--- src/rtl/mod503_pkg.sv ---
//------------------------------------------------------------------------------
// mod503_pkg
// Shared constants and types for the sequential mod-503 request scheduler:
// the modulus, the Horner digit width (one digit reduced per cycle), the
// operand width, the digit count per operand (a 2-bit top digit plus 22 full
// 9-bit digits), the fold weight 2^CHUNK_W mod 503, and the operand register
// width, zero-padded to a whole number of digits.
//------------------------------------------------------------------------------
package mod503_pkg;

   localparam int MOD      = 503;
   localparam int CHUNK_W  = 9;
   localparam int X_W      = 200;
   localparam int N_CHUNKS = 23;
   localparam int FOLD_K   = 9;
   localparam int OP_W     = N_CHUNKS * CHUNK_W;
   localparam int CNT_W    = $clog2(N_CHUNKS);

   typedef enum logic [1:0] {
      IDLE = 2'd0,
      RUN  = 2'd1,
      DONE = 2'd2
   } state_e;

endpackage

--- src/rtl/mod503_horner_step.sv ---
//------------------------------------------------------------------------------
// mod503_horner_step
// One Horner step of the mod-503 reduction: acc_next = (acc*512 + chunk) mod 503,
// using 512 == 9 (mod 503). Purely combinational.
// Ports:
//   acc_i       [8:0]  running remainder, 0..502
//   chunk_i     [8:0]  next 9-bit digit of the operand, MSB-first
//   acc_next_o  [8:0]  updated remainder, 0..502
//------------------------------------------------------------------------------
module mod503_horner_step
   import mod503_pkg::*;
(
   input  logic [CHUNK_W-1:0] acc_i,
   input  logic [CHUNK_W-1:0] chunk_i,
   output logic [CHUNK_W-1:0] acc_next_o
);

   logic [12:0] t1;
   logic [9:0]  t2;

   always_comb begin
      // acc*512 folds to acc*9; the sum stays below 2^13
      t1 = 13'(acc_i) * 13'(FOLD_K) + 13'(chunk_i);
      // fold the bits above the 9-bit digit a second time; result < 2*MOD,
      // so a single conditional subtract finishes the reduction
      t2 = 10'(t1[8:0]) + 10'(t1[12:9]) * 10'(FOLD_K);
      if (t2 >= 10'(MOD))
         acc_next_o = 9'(t2 - 10'(MOD));
      else
         acc_next_o = t2[8:0];
   end

endmodule

--- src/rtl/mod503_req_sched.sv ---
//------------------------------------------------------------------------------
// mod503_req_sched
// Shares one sequential mod-503 reducer between NREQ requesters. An arbiter
// grants one valid requester while idle; the 200-bit operand is then reduced
// one 9-bit digit per cycle (23 cycles) and the remainder is held on the
// result port until the consumer takes it.
// Ports:
//   clk, rst_n   clock (rising edge), asynchronous active-low reset
//   req_valid    [NREQ]       operand offered by requester i
//   req_x        [NREQ*X_W]   operand i in bits [i*X_W +: X_W]
//   req_ready    [NREQ]       one-hot grant, only while idle
//   res_valid    result available
//   res_ready    consumer accepts result
//   res_r        [9]          operand mod 503
//   res_id       [ID_W]       index of the requester owning res_r
// Build option:
//   MOD503_SCHED_FIXED_PRIO_EN  defined: fixed priority, lowest index wins,
//                               no round-robin pointer. Default: round-robin.
//------------------------------------------------------------------------------
module mod503_req_sched
   import mod503_pkg::*;
#(
   parameter  int NREQ = 4,
   parameter  int X_W  = 200,
   localparam int ID_W = $clog2(NREQ)
)(
   input  logic                 clk,
   input  logic                 rst_n,
   input  logic [NREQ-1:0]      req_valid,
   input  logic [NREQ*X_W-1:0]  req_x,
   output logic [NREQ-1:0]      req_ready,
   output logic                 res_valid,
   input  logic                 res_ready,
   output logic [CHUNK_W-1:0]   res_r,
   output logic [ID_W-1:0]      res_id
);

   state_e               state_q;
   logic [OP_W-1:0]      op_q;
   logic [CHUNK_W-1:0]   acc_q;
   logic [CHUNK_W-1:0]   acc_d;
   logic [CNT_W-1:0]     cnt_q;
   logic [ID_W-1:0]      id_q;
   logic                 res_valid_q;

   logic [NREQ-1:0]      gnt_oh;
   logic [ID_W-1:0]      gnt_idx;
   logic                 gnt_any;
   logic [X_W-1:0]       op_sel;

`ifndef MOD503_SCHED_FIXED_PRIO_EN
   logic [ID_W-1:0]      rr_ptr_q;
   logic [ID_W-1:0]      rr_ptr_d;
`endif

   //---------------------------------------------------------------------------
   // Arbiter: only searches while idle, so nothing in DONE (incl. res_ready)
   // can reach req_ready combinationally.
   //---------------------------------------------------------------------------
   always_comb begin
      logic [ID_W-1:0] idx;
      int              sum;
      gnt_oh  = '0;
      gnt_idx = '0;
      gnt_any = 1'b0;
      idx     = '0;
      sum     = 0;
      if (state_q == IDLE) begin
         for (int k = 0; k < NREQ; k++) begin
`ifdef MOD503_SCHED_FIXED_PRIO_EN
            sum = k;
`else
            sum = int'(rr_ptr_q) + k;
            if (sum >= NREQ) sum = sum - NREQ;
`endif
            idx = ID_W'(sum);
            if (!gnt_any && req_valid[idx]) begin
               gnt_any     = 1'b1;
               gnt_idx     = idx;
               gnt_oh[idx] = 1'b1;
            end
         end
      end
   end

`ifndef MOD503_SCHED_FIXED_PRIO_EN
   assign rr_ptr_d = (gnt_idx == ID_W'(NREQ - 1)) ? '0 : gnt_idx + 1'b1;
`endif

   assign req_ready = gnt_oh;

   // one-hot AND-OR operand select
   always_comb begin
      op_sel = '0;
      for (int i = 0; i < NREQ; i++)
         if (gnt_oh[i]) op_sel = op_sel | req_x[i*X_W +: X_W];
   end

   // top digit of the (zero-padded) operand register feeds the step unit
   mod503_horner_step u_step (
      .acc_i      (acc_q),
      .chunk_i    (op_q[OP_W-1 -: CHUNK_W]),
      .acc_next_o (acc_d)
   );

   //---------------------------------------------------------------------------
   // Control FSM with registered outputs
   //---------------------------------------------------------------------------
   always_ff @(posedge clk or negedge rst_n) begin
      if (!rst_n) begin
         state_q     <= IDLE;
         op_q        <= '0;
         acc_q       <= '0;
         cnt_q       <= '0;
         id_q        <= '0;
         res_valid_q <= 1'b0;
`ifndef MOD503_SCHED_FIXED_PRIO_EN
         rr_ptr_q    <= '0;
`endif
      end else begin
         case (state_q)
            IDLE: begin
               if (gnt_any) begin
                  state_q  <= RUN;
                  // padding puts the 2-bit top digit in a full 9-bit slot
                  op_q     <= OP_W'(op_sel);
                  acc_q    <= '0;
                  id_q     <= gnt_idx;
                  cnt_q    <= CNT_W'(N_CHUNKS - 1);
`ifndef MOD503_SCHED_FIXED_PRIO_EN
                  rr_ptr_q <= rr_ptr_d;
`endif
               end
            end
            RUN: begin
               acc_q <= acc_d;
               op_q  <= op_q << CHUNK_W;
               if (cnt_q == '0) begin
                  state_q     <= DONE;
                  res_valid_q <= 1'b1;
               end else begin
                  cnt_q <= cnt_q - 1'b1;
               end
            end
            DONE: begin
               if (res_ready) begin
                  state_q     <= IDLE;
                  res_valid_q <= 1'b0;
               end
            end
            default: state_q <= IDLE;
         endcase
      end
   end

   // acc and id are untouched in DONE, so the result holds through a stall
   assign res_valid = res_valid_q;
   assign res_r     = acc_q;
   assign res_id    = id_q;

endmodule

--- config.mk ---
export PLATFORM = sky130hd
export DESIGN_NAME = mod503_req_sched
export DESIGN_NICKNAME = d
export VERILOG_FILES = /design/src/rtl/mod503_pkg.sv /design/src/rtl/mod503_horner_step.sv /design/src/rtl/mod503_req_sched.sv
export SDC_FILE = /design/constraint.sdc
export NUM_CORES = 1
export LEC_CHECK = 0
export ABC_AREA = 1
export BUFFER_PORTS_ARGS = -buffer_cell sky130_fd_sc_hd__buf_4
export CAP_MARGIN = 5
export CELL_PAD_IN_SITES_DETAIL_PLACEMENT = 1
export CELL_PAD_IN_SITES_GLOBAL_PLACEMENT = 1
export CORE_AREA = 2 2 317 319
export DETAILED_ROUTE_END_ITERATION = 7
export DIE_AREA = 0 0 319 321
export GPL_ROUTABILITY_DRIVEN = 1
export PLACE_DENSITY = 0.51
export SYNTH_ARGS = -nofsm -noshare
export SYNTH_HDL_FRONTEND = slang
export SYNTH_HIERARCHICAL = 1
export SYNTH_SLANG_ARGS = --single-unit
--- constraint.sdc ---
create_clock -name clk -period 6 [get_ports clk]
set_input_delay 1.2 -clock clk [delete_from_list [all_inputs] [get_ports clk]]
set_output_delay 1.2 -clock clk [all_outputs]
set_load 0.005 [all_outputs]
==> Word-level counts from Yosys, hierarchy flattened <==
Cells that the tools add are included.
{ "totals": {"ff_bits": 228, "latchBits": 0, "ramBits": 0, "romBits": 0, "inputBits": 807, "elab_cells": 131, "n_memories": 0} }
{ "op_classes": {"add_sub_neg": 12, "mul": 2, "div": 0, "magnitude_cmp": 13, "eq_ne": 7, "shift": 0, "mux": 65, "n_bitwise": 6, "reduce_logical": 19} }
{ "op_table": {"columns": ["cell", "n"], "rows": [
  ["2-to-1 mux 200 bit", 4],
  ["bitwise OR 200 bit", 3],
  ["one-hot mux 207 bit (2 select lines)", 1],
  ["2-to-1 mux 207 bit", 1],
  ["2-to-1 mux 2 bit", 17],
  ["2-to-1 mux 4 bit", 8],
  ["2-to-1 mux 1 bit", 18],
  ["2-to-1 mux 9 bit", 2],
  ["one-hot mux 9 bit (2 select lines)", 1],
  ["adder 13 x 9 -> 13 bit", 1],
  ["multiplier 9 x 4 -> 13 bit (second input constant)", 1],
  ["less-than comparator 2 x 3 -> 1 bit (second input constant)", 4],
  ["bitwise OR 4 bit", 3],
  ["adder 9 x 8 -> 10 bit", 1],
  [">= comparator 10 x 9 -> 1 bit (second input constant)", 1],
  ["2-to-1 mux 5 bit", 2],
  ["one-hot mux 5 bit (2 select lines)", 1],
  [">= comparator 3 bit (second input constant)", 3],
  ["AND reduction 3 bit", 3],
  ["subtractor 9 bit (second input constant)", 1],
  ["binary-select mux 1 bit (select 2 bit)", 4],
  ["demux 1 bit (select 2 bit)", 4],
  [">= comparator 2 x 1 -> 1 bit (second input constant)", 4],
  ["multiplier 4 x 4 -> 8 bit (second input constant)", 1],
  ["other kinds (17)", 35]
]} }

==> Longest topological paths before layout <==
Gate-level depths: netlist (run 1).
{ "logic_depth": {"word_depth": 28, "mapped_depth": 33} }

==> Modules after synthesis <==
Netlist (run 1), hierarchy kept.
{ "modules_own_cells": {"columns": ["module", "n_inst", "cells_per_inst", "area_per_inst_um2", "seq_area_each_um2"], "rows": [
  ["mod503_req_sched", 1, 2800, 17501.8, 5705.5],
  ["mod503_horner_step", 1, 232, 1555.2, 0.0]
]} }

==> Worst setup path after synthesis (run 1) <==
No wires, ideal clock.
{ "synth_timing": {"kind": "register -> register", "from": "reg acc_q[2], in the netlist res_r[2]", "to": "reg acc_q[8], in the netlist res_r[8]", "setup_time_ns": 0.121, "arrival_ns": 4.658, "required_ns": 5.879, "slack_ns": 1.221, "path_stages_with_launch": 28, "path_buffers": 1, "period_less_slack_ns": 4.779, "cell_sequence": "dfrtp_1 ha_1 inv_1 fa_1 inv_1 ha_1 nand2_1 nor2_1 nand2_1 nand2_1 nand2_1 a21oi_1 o21ai_0 a21boi_0 ha_1 inv_1 fa_1 inv_1 ha_1 buf_6 nand2_1 nand3_1 xor2_2 nand3_4 nor2_4 nand2_4 a21boi_1 a22o_1"} }
{ "synth_between": {"elab_chain_cells": 7, "elab_cells_between_ends": 8, "classes_between": "add/sub: 3; mul: 2; order compare: 1; mux: 2"} }
{ "synth_lines": {"columns": ["element", "line", "rtl"], "rows": [
  ["from (decl)", "mod503_req_sched.sv:40", "logic [CHUNK_W-1:0] acc_q;"],
  ["from (signal assigned)", "mod503_req_sched.sv:113", "acc_q <= '0;"],
  ["from (signal assigned)", "mod503_req_sched.sv:127", "acc_q <= '0;"],
  ["from (signal assigned)", "mod503_req_sched.sv:136", "acc_q <= acc_d;"],
  ["multiplier 9 x 4 -> 13 bit (*)", "mod503_horner_step.sv:23", "t1 = 13'(acc_i) * 13'(FOLD_K) + 13'(chunk_i);"],
  ["adder 13 x 9 -> 13 bit (*)", "mod503_horner_step.sv:23", null],
  ["multiplier 4 x 4 -> 8 bit", "mod503_horner_step.sv:26", "t2 = 10'(t1[8:0]) + 10'(t1[12:9]) * 10'(FOLD_K);"],
  ["adder 9 x 8 -> 10 bit (*)", "mod503_horner_step.sv:26", null],
  ["subtractor 9 bit or >= comparator 10 x 9 -> 1 bit (tied branches)", "mod503_horner_step.sv:28, mod503_horner_step.sv:27", null],
  ["2-to-1 mux 9 bit (*)", "mod503_horner_step.sv:27", "if (t2 >= 10'(MOD))"],
  ["via acc_d[8]", "mod503_req_sched.sv:41", "logic [CHUNK_W-1:0] acc_d;"],
  ["one-hot mux 9 bit (2 select lines) (*)", "mod503_req_sched.sv:121", "case (state_q)"]
]} }
Mark *: on every way through the listed nets, which the timed path passes. The rest lies on a longest branch.
A chain may end at the register's enable or synchronous reset.

==> Worst setup path after layout (run 1) <==
{ "layout_timing": {"from": "reg acc_q[5], in the netlist res_r[5]", "to": "reg acc_q[6], in the netlist res_r[6]"} }
Same word-level chain as after synthesis.

==> summary.txt, run 1 <==
Drt
  • Final wirelength: 95,560 µm
  • Initial DRC Count: 1,050
  • TritonRoute pass-1 iters: 5
  • Detail Route Antenna Nets: 0
  • Via count: 22,220
  • Wire per inst: 19.08 µm
  • Vias/cell: 4.435
  • DRC: 0

STA
  • Final setup viols: 0
  • Slew @ Worst Pin: 1.087 ns
  • Worst Skew: 0.02914 ns
  • Final hold slack: 0.4809 ns
  • Period utilisation layout: 91.72%
  • Final worst setup slack: 0.4969 ns
  • FMAX: 181.7 MHz
  • Max Slew Vio Count: 0
  • Unrepaired setup endpoints after global routing: false
  • Final setup TNS: 0 ns
  • Final Hold Fails: 0
  • Crit path time final: 5.503 ns
  • Slew margin rel.: 27.54%

Placement
  • Routability cong.: 0.8102
  • Hpwl dp: 71,970 µm
  • Worst slack, placed: 0.4501 ns
  • Port buffer count: 822

Setup path
  • Buf/Inv on CP: 5
  • Cell family with most CP delay: adder cells
  • Reg-to-Reg End: res_r[6]$_DFFE_PN0P_
  • Slowest CP cell: fa_1
  • Most used cell, CP: nand2_1
  • CP arrival: 5.92 ns
  • Critical path endpoint category: flop
  • R2r setup slk: 0.50 ns
  • CP Depth: 32
  • Crit start category: flop
  • Critical Path RT: 6.41 ns
  • CP Max Fanout: 10
  • Reg2Reg Depth: 32
  • Setup CP Type: flop to flop
  • Slowest stage delay, CP: 0.51 ns
  • RR Startpoint: res_r[5]$_DFFE_PN0P_

Clocking
  • Postcts setup bufs: 0
  • Cts hold-fix bufs: 0
  • Clk pin slew, worst setup/hold paths: 0.06 ns
  • # clock sinks: 228
  • Clock Tree Root: clkbuf_16
  • Total CTS buffers: 34
  • Clock Latency Late Sink: 0.54 ns
  • CTS Buffer Depth: 3
  • TritonCTS clock tree: built
  • Resize count post-CTS: 0
  • CTS H-Tree Depth: 2

Finish
  • Share of cells above drive strength 1: 25.06%
  • Nets: 4,547
  • Area grow syn2layout: 42.54%
  • Number of inserted diodes: 0

Run
  • Max-Cap Viols: 0

Global route
  • Initial antenna violation count: 1
  • First-pass GRT wire length: 142,000 µm
  • Vias in the first global route: 23,090
  • Largest net degree at the start of global routing: 191
  • Overall Global Routing Usage: 17.95%
  • Grt ovf: 0

Outcome
  • Outcome: finished, final reports clean

Yosys
  • Syn Inst Count: 3,032
  • Mapped cell area: 0.01906 mm²
  • Syn avg cell area: 6.285 µm²
  • Library cells used by synthesis: 35
  • Synth Net Count: 3,892
  • Register area share after synthesis: 29.94%
  • Syn. warnings: 6
  • Register bit count reported by yosys: 228

Pwr
  • P_leak: 15.14 nW
  • Pwr Density: 800.1 mW/mm²
  • Peak supply drop: 0.0009774 V
  • Total Power: 21.73 mW

Worst hold path
  • Endpoint, Worst Hold: op_q[206]$_DFFE_PN0P_
  • Hold depth: 2
  • Hold WC Path Type: flop to flop
  • Hold Crit Start: op_q[206]$_DFFE_PN0P_

Floorplan
  • I/O Pins: 823
  • Area of the die: 0.1024 mm²
  • Starting Density: 19.20%
  • Num rows: 116
  • Die Ht: 321 µm
  • Core box area: 0.09928 mm²
  • Die W: 319 µm
## routing by layer
layer | global-route usage, % | vias up | part of all wire, %
met1 | 22.31 | 10540 | 43
met5 | 0 | - | 0
met4 | 3.585 | 0 | 1.7
met2 | 32.40 | 463 | 51
li1 | - | 11140 | -
met3 | 3.110 | 77 | 4.5
## tightest hold or removal path, cell delays in order, from the launching register on
cell and delay [ns]:
dfrtp_1 0.34, nand2_1 0.05, o21ai_0 0.06
## metrics by stage
step	instances	cell area, µm²	util [%]
floorplan	3032	19060	-
global placement	4949	25990	26.18
detailed placement	4949	25990	26.18
CTS	5009	27160	27.36
global route	5009	27160	27.36
finish	5009	27160	27.36
## final cells by class
class	instances	area, µm²
multi-input combinational	2128	10500
timing repair buffer	842	6454
fill	12490	72110
sequential	228	5705
clock inverter	11	183.9
tap	1298	1624
inverter	453	1705
clock buffer	49	988.4
## registers in the layout, summed over array words and instances (netlist names)
register / count
res_valid: 1
rr_ptr_q: 2
state_q: 2
cnt_q: 5
res_r: 9
op_q: 207
res_id: 2
## where the power goes
group | switching [mW] | internal [mW] | leakage (nW) | total (mW)
clock network | 0.796 | 1.32 | 0.570 | 2.12
registers | 0.264 | 2.41 | 2.77 | 2.67
logic | 11.1 | 5.84 | 11.8 | 16.9
## worst max path at each step
stage	start	to	slack (ns)
6_report	res_r[5]$_DFFE_PN0P_	res_r[6]$_DFFE_PN0P_	0.50
5_1_grt	res_r[5]$_DFFE_PN0P_	res_r[3]$_DFFE_PN0P_	0.03
4_1_cts	res_r[5]$_DFFE_PN0P_	res_r[6]$_DFFE_PN0P_	0.43
3_5_place_dp	res_r[5]$_DFFE_PN0P_	res_r[6]$_DFFE_PN0P_	0.45
3_3_place_gp	res_r[5]$_DFFE_PN0P_	res_r[6]$_DFFE_PN0P_	0.50
2_1_floorplan	res_r[2]$_DFFE_PN0P_	res_r[8]$_DFFE_PN0P_	1.22
## cells in the mapped netlist, drive strengths merged
| master | instances | area share [%] |
|---|---|---|
| o21ai | 27 | 0.71 |
| nor4 | 1 | 0.033 |
| clkbuf | 88 | 1.7 |
| xor2 | 16 | 0.87 |
| a21boi | 6 | 0.24 |
| inv | 453 | 8.9 |
| a22o | 9 | 0.41 |
| fa | 8 | 0.84 |
| nand2 | 738 | 15 |
| a31oi | 2 | 0.066 |
| o21bai | 1 | 0.039 |
| nand4 | 13 | 0.46 |
| a21oi | 16 | 0.42 |
| nor2 | 220 | 4.5 |
| xnor2 | 4 | 0.18 |
| nand3 | 842 | 22 |
| o22ai | 180 | 5.9 |
| dfrtp | 228 | 30 |
| ha | 45 | 3.0 |
| buf | 135 | 4.6 |
## cell usage in the layout (no fill, tap or decap), drive strengths merged, types with 27 or more instances in the layout
cell type / synthesis / routed
dfrtp: 228 / 228
o22ai: 180 / 180
nand2: 738 / 738
nand3: 842 / 842
buf: 135 / 842
ha: 45 / 45
nor2: 220 / 220
inv: 453 / 453
o21ai: 27 / 27
clkbuf: 88 / 49
## cells by family (layout without fill, tap and decap cells)
group           Yosys count  count (layout)  share of synthesized area (%)
compound gates          241             241                          7.793
xor+xnor                 20              20                          1.057
fa+ha+maj                53              53                          3.795
buf+inv                 676            1355                          15.30
flops                   228             228                          29.94
simple gates           1814            1814                          42.11
(Power assumes the default switching activity.)
==> inputs of run 2 (changes only) <==
Settings changed: ABC_AREA 1 to not set, CORE_AREA 2 2 317 319 to 2 2 316 318, CTS_CLUSTER_SIZE set to 10, DIE_AREA 0 0 319 321 to 0 0 318 320, PLACE_DENSITY 0.51 to 0.48.
==> summary.txt, run 2 <==
Run
  • Max-Cap Viols: 0

Setup path
  • Critical path endpoint category: flop
  • Slowest stage delay, CP: 0.56 ns
  • Reg2Reg Depth: 18
  • Most used cell, CP: ha_1
  • Cell family with most CP delay: compound AO/OA/AOI/OAI gates
  • Critical Path RT: 6.47 ns
  • CP arrival: 6.18 ns
  • Crit-path cells: ha_1 > fa_1 > ha_1 > a21oi_1 > a2bb2oi_2 > a21oi_1 > xor2_1 > ha_1 > inv_1 > fa_1 > inv_1 > ha_2 > a211o_1 > a211o_1 > a221o_1 > or4_1 > a221oi_2 > a22o_1
  • Setup CP Type: flop to flop
  • CP Max Fanout: 6
  • Reg-to-Reg End: res_r[3]$_DFFE_PN0P_
  • Buf/Inv on CP: 2
  • Crit start category: flop
  • Slowest CP cell: or4_1
  • RR Startpoint: res_r[1]$_DFFE_PN0P_
  • R2r setup slk: 0.29 ns

Finish
  • Share of cells above drive strength 1: 33.68%
  • Most common library cell in the layout ignoring fill and taps: buf_4
  • Filler cells: 11,450
  • Reg with most FFs: op_q
  • Max reg flops: 207
  • Most frequent cells in the layout: 854 x buf_4, 240 x nand2_1, 226 x dfrtp_1
  • Nets: 3,715
  • Area grow syn2layout: 45.35%
  • Final instance area: 0.02758 mm²

STA
  • Slew margin rel.: 18.03%
  • Max Slew Vio Count: 0
  • Final setup viols: 0
  • Period utilisation layout: 95.23%
  • Crit path time final: 5.714 ns
  • Unrepaired setup endpoints after global routing: false
  • Final Hold Fails: 0
  • Slew @ Worst Pin: 1.230 ns
  • Worst Skew: 0.03293 ns
  • Final worst setup slack: 0.2861 ns
  • Final setup TNS: 0 ns
  • FMAX: 175.0 MHz

Clocking
  • Total CTS buffers: 35
  • Clock Tree Root: clkbuf_16
  • CTS H-Tree Depth: 2
  • Clock Latency Late Sink: 0.57 ns
  • CTS Buffer Depth: 3
  • Cts hold-fix bufs: 0
  • TritonCTS clock tree: built
  • # clock sinks: 228
  • Clk pin slew, worst setup/hold paths: 0.05 ns

Yosys
  • Synth Net Count: 3,067
  • Register bit count reported by yosys: 228
  • Fraction of synthesized area in multiplexers: 0.7385%
  • Top_reg_cell synth: dfrtp_1
  • Largest area contributor in the netlist: dfrtp_1
  • Largest family of logic cells by synthesized area: compound AO/OA/AOI/OAI gates
  • Async S/R FF share, synth: 100.0%
  • Syn avg cell area: 8.597 µm²
  • Register area share after synthesis: 30.07%
  • Synth Area in XOR/XNOR: 0.6792%
  • Top cell type's share of synthesized area: 30.07%
  • Synth Area in Adders: 3.811%
  • Synth Area in Compound Gates: 46.41%
  • Syn. warnings: 6
  • Library cells used by synthesis: 70
  • Top cells by count, synth: 240 x nand2_1, 228 x dfrtp_1, 211 x a22o_1
  • Most common cell in the netlist: nand2_1
  • Synth Area in Simple Gates: 11.88%
  • Syn Inst Count: 2,207
  • Mapped cell area: 0.01897 mm²
  • Synth top area cells: dfrtp_1 30%, a222oi_1 11%, a22o_1 9.7%
  • Post-synth EDFFs: 0

Drt
  • Wire per inst: 32.86 µm
  • Initial DRC Count: 2,901
  • DRC: 11
  • Detail Route Antenna Nets: 0
  • Final wirelength: 137,900 µm
  • TritonRoute pass-1 iters: 8
  • Via count: 24,270
  • Vias/cell: 5.785

Floorplan
  • Area of the die: 0.1018 mm²
  • I/O Pins: 823
  • Num rows: 115
  • Starting Density: 19.36%
  • Die W: 318 µm
  • Die Ht: 320 µm
  • Core box area: 0.09799 mm²

Global route
  • Initial antenna violation count: 45
  • First-pass GRT wire length: 193,500 µm
  • Vias in the first global route: 25,480
  • Grt ovf: 0
  • Overall Global Routing Usage: 25.71%
  • Largest net degree at the start of global routing: 152

Worst hold path
  • Hold depth: 1
  • Hold Crit Start: op_q[204]$_DFFE_PN0P_
  • Endpoint, Worst Hold: op_q[204]$_DFFE_PN0P_
  • Hold WC Path Type: flop to flop

Pwr
  • P_leak: 11.39 nW
  • Pwr Density: 731.1 mW/mm²
  • Total Power: 20.16 mW
  • Peak supply drop: 0.0007286 V

Placement
  • Placed inst area: 0.02630 mm²
  • Port buffer count: 822
  • Routability cong.: 0.9113
  • Hpwl dp: 98,780 µm
  • Worst slack, placed: 0.02142 ns

Outcome
  • Outcome: complete, but fails checks
  • Violated checks: design-rule violations
[run 2: final cells by class]
type,instances,area [µm²],area share [%]
clock inverter,5,61.31,0.2223
inverter,38,142.6,0.5172
clock buffer,54,1037,3.761
multi-input combinational,1684,12250,44.43
sequential,228,5708,20.70
timing repair buffer,868,6686,24.24
tap,1287,1610,5.839
antenna,32,80.08,0.2903
[run 2: logic make-up after synthesis]
group           Yosys count
xor+xnor                 13
fa+ha+maj                53
buf+inv                 295
mux                      10
compound gates         1069
flops                   228
simple gates            539
[run 2: power breakdown]
group          switching [mW]  internal [mW]  total [mW]
clock                   0.852           1.23        2.08
sequential              0.952           2.41        3.36
combinational            8.79           5.93        14.7
[run 2: worst max-delay path by stage]
stage          slack (ns)                  from  depth (start not counted)                    to
2_1_floorplan        0.49  res_r[2]$_DFFE_PN0P_                         21  res_r[1]$_DFFE_PN0P_
3_3_place_gp         0.14  res_r[5]$_DFFE_PN0P_                         20  res_r[3]$_DFFE_PN0P_
3_5_place_dp         0.02  res_r[1]$_DFFE_PN0P_                         15  res_r[3]$_DFFE_PN0P_
4_1_cts              0.02  res_r[5]$_DFFE_PN0P_                         20  res_r[3]$_DFFE_PN0P_
5_1_grt              0.02  res_r[5]$_DFFE_PN0P_                         22  res_r[3]$_DFFE_PN0P_
6_report             0.29  res_r[1]$_DFFE_PN0P_                         18  res_r[3]$_DFFE_PN0P_
[run 2: worst reg2reg max path, cell delays in order (launching register included)]
cell and delay, ns:
dfrtp_1 0.44, ha_1 0.34, fa_1 0.48, ha_1 0.36
a21oi_1 0.31, a2bb2oi_2 0.24, a21oi_1 0.14, xor2_1 0.28
ha_1 0.20, inv_1 0.05, fa_1 0.50, inv_1 0.06
ha_2 0.22, a211o_1 0.32, a211o_1 0.31, a221o_1 0.43
or4_1 0.56, a221oi_2 0.26, a22o_1 0.15
[run 2: routing by layer]
| layer | vias up | share of wire (%) | GRT usage [%] |
|---|---|---|---|
| met4 | 24 | 3.0 | 9.111 |
| met5 | - | 0.13 | 0 |
| li1 | 10390 | - | - |
| met3 | 174 | 7.2 | 6.041 |
| met2 | 1164 | 49 | 44.46 |
| met1 | 12520 | 41 | 31.01 |
[run 2: timing repair]
| action | CTS | global route |
|---|---|---|
| resized for setup | 1 | 13 |
| buffers inserted | 0 | 3 |
| pin swaps | 0 | 4 |
| endpoints found under the setup margin | 1 | 8 |
[run 2: stage by stage]
stage / hold slack (ns) / std cells / util [%]
floorplan: 0.4662 / 2207 / -
global placement: 0.4754 / 4102 / 26.84
detailed placement: 0.4920 / 4102 / 26.84
CTS: 0.5169 / 4161 / 27.96
global route: 0.5432 / 4193 / 28.14
finish: 0.5123 / 4196 / 28.15
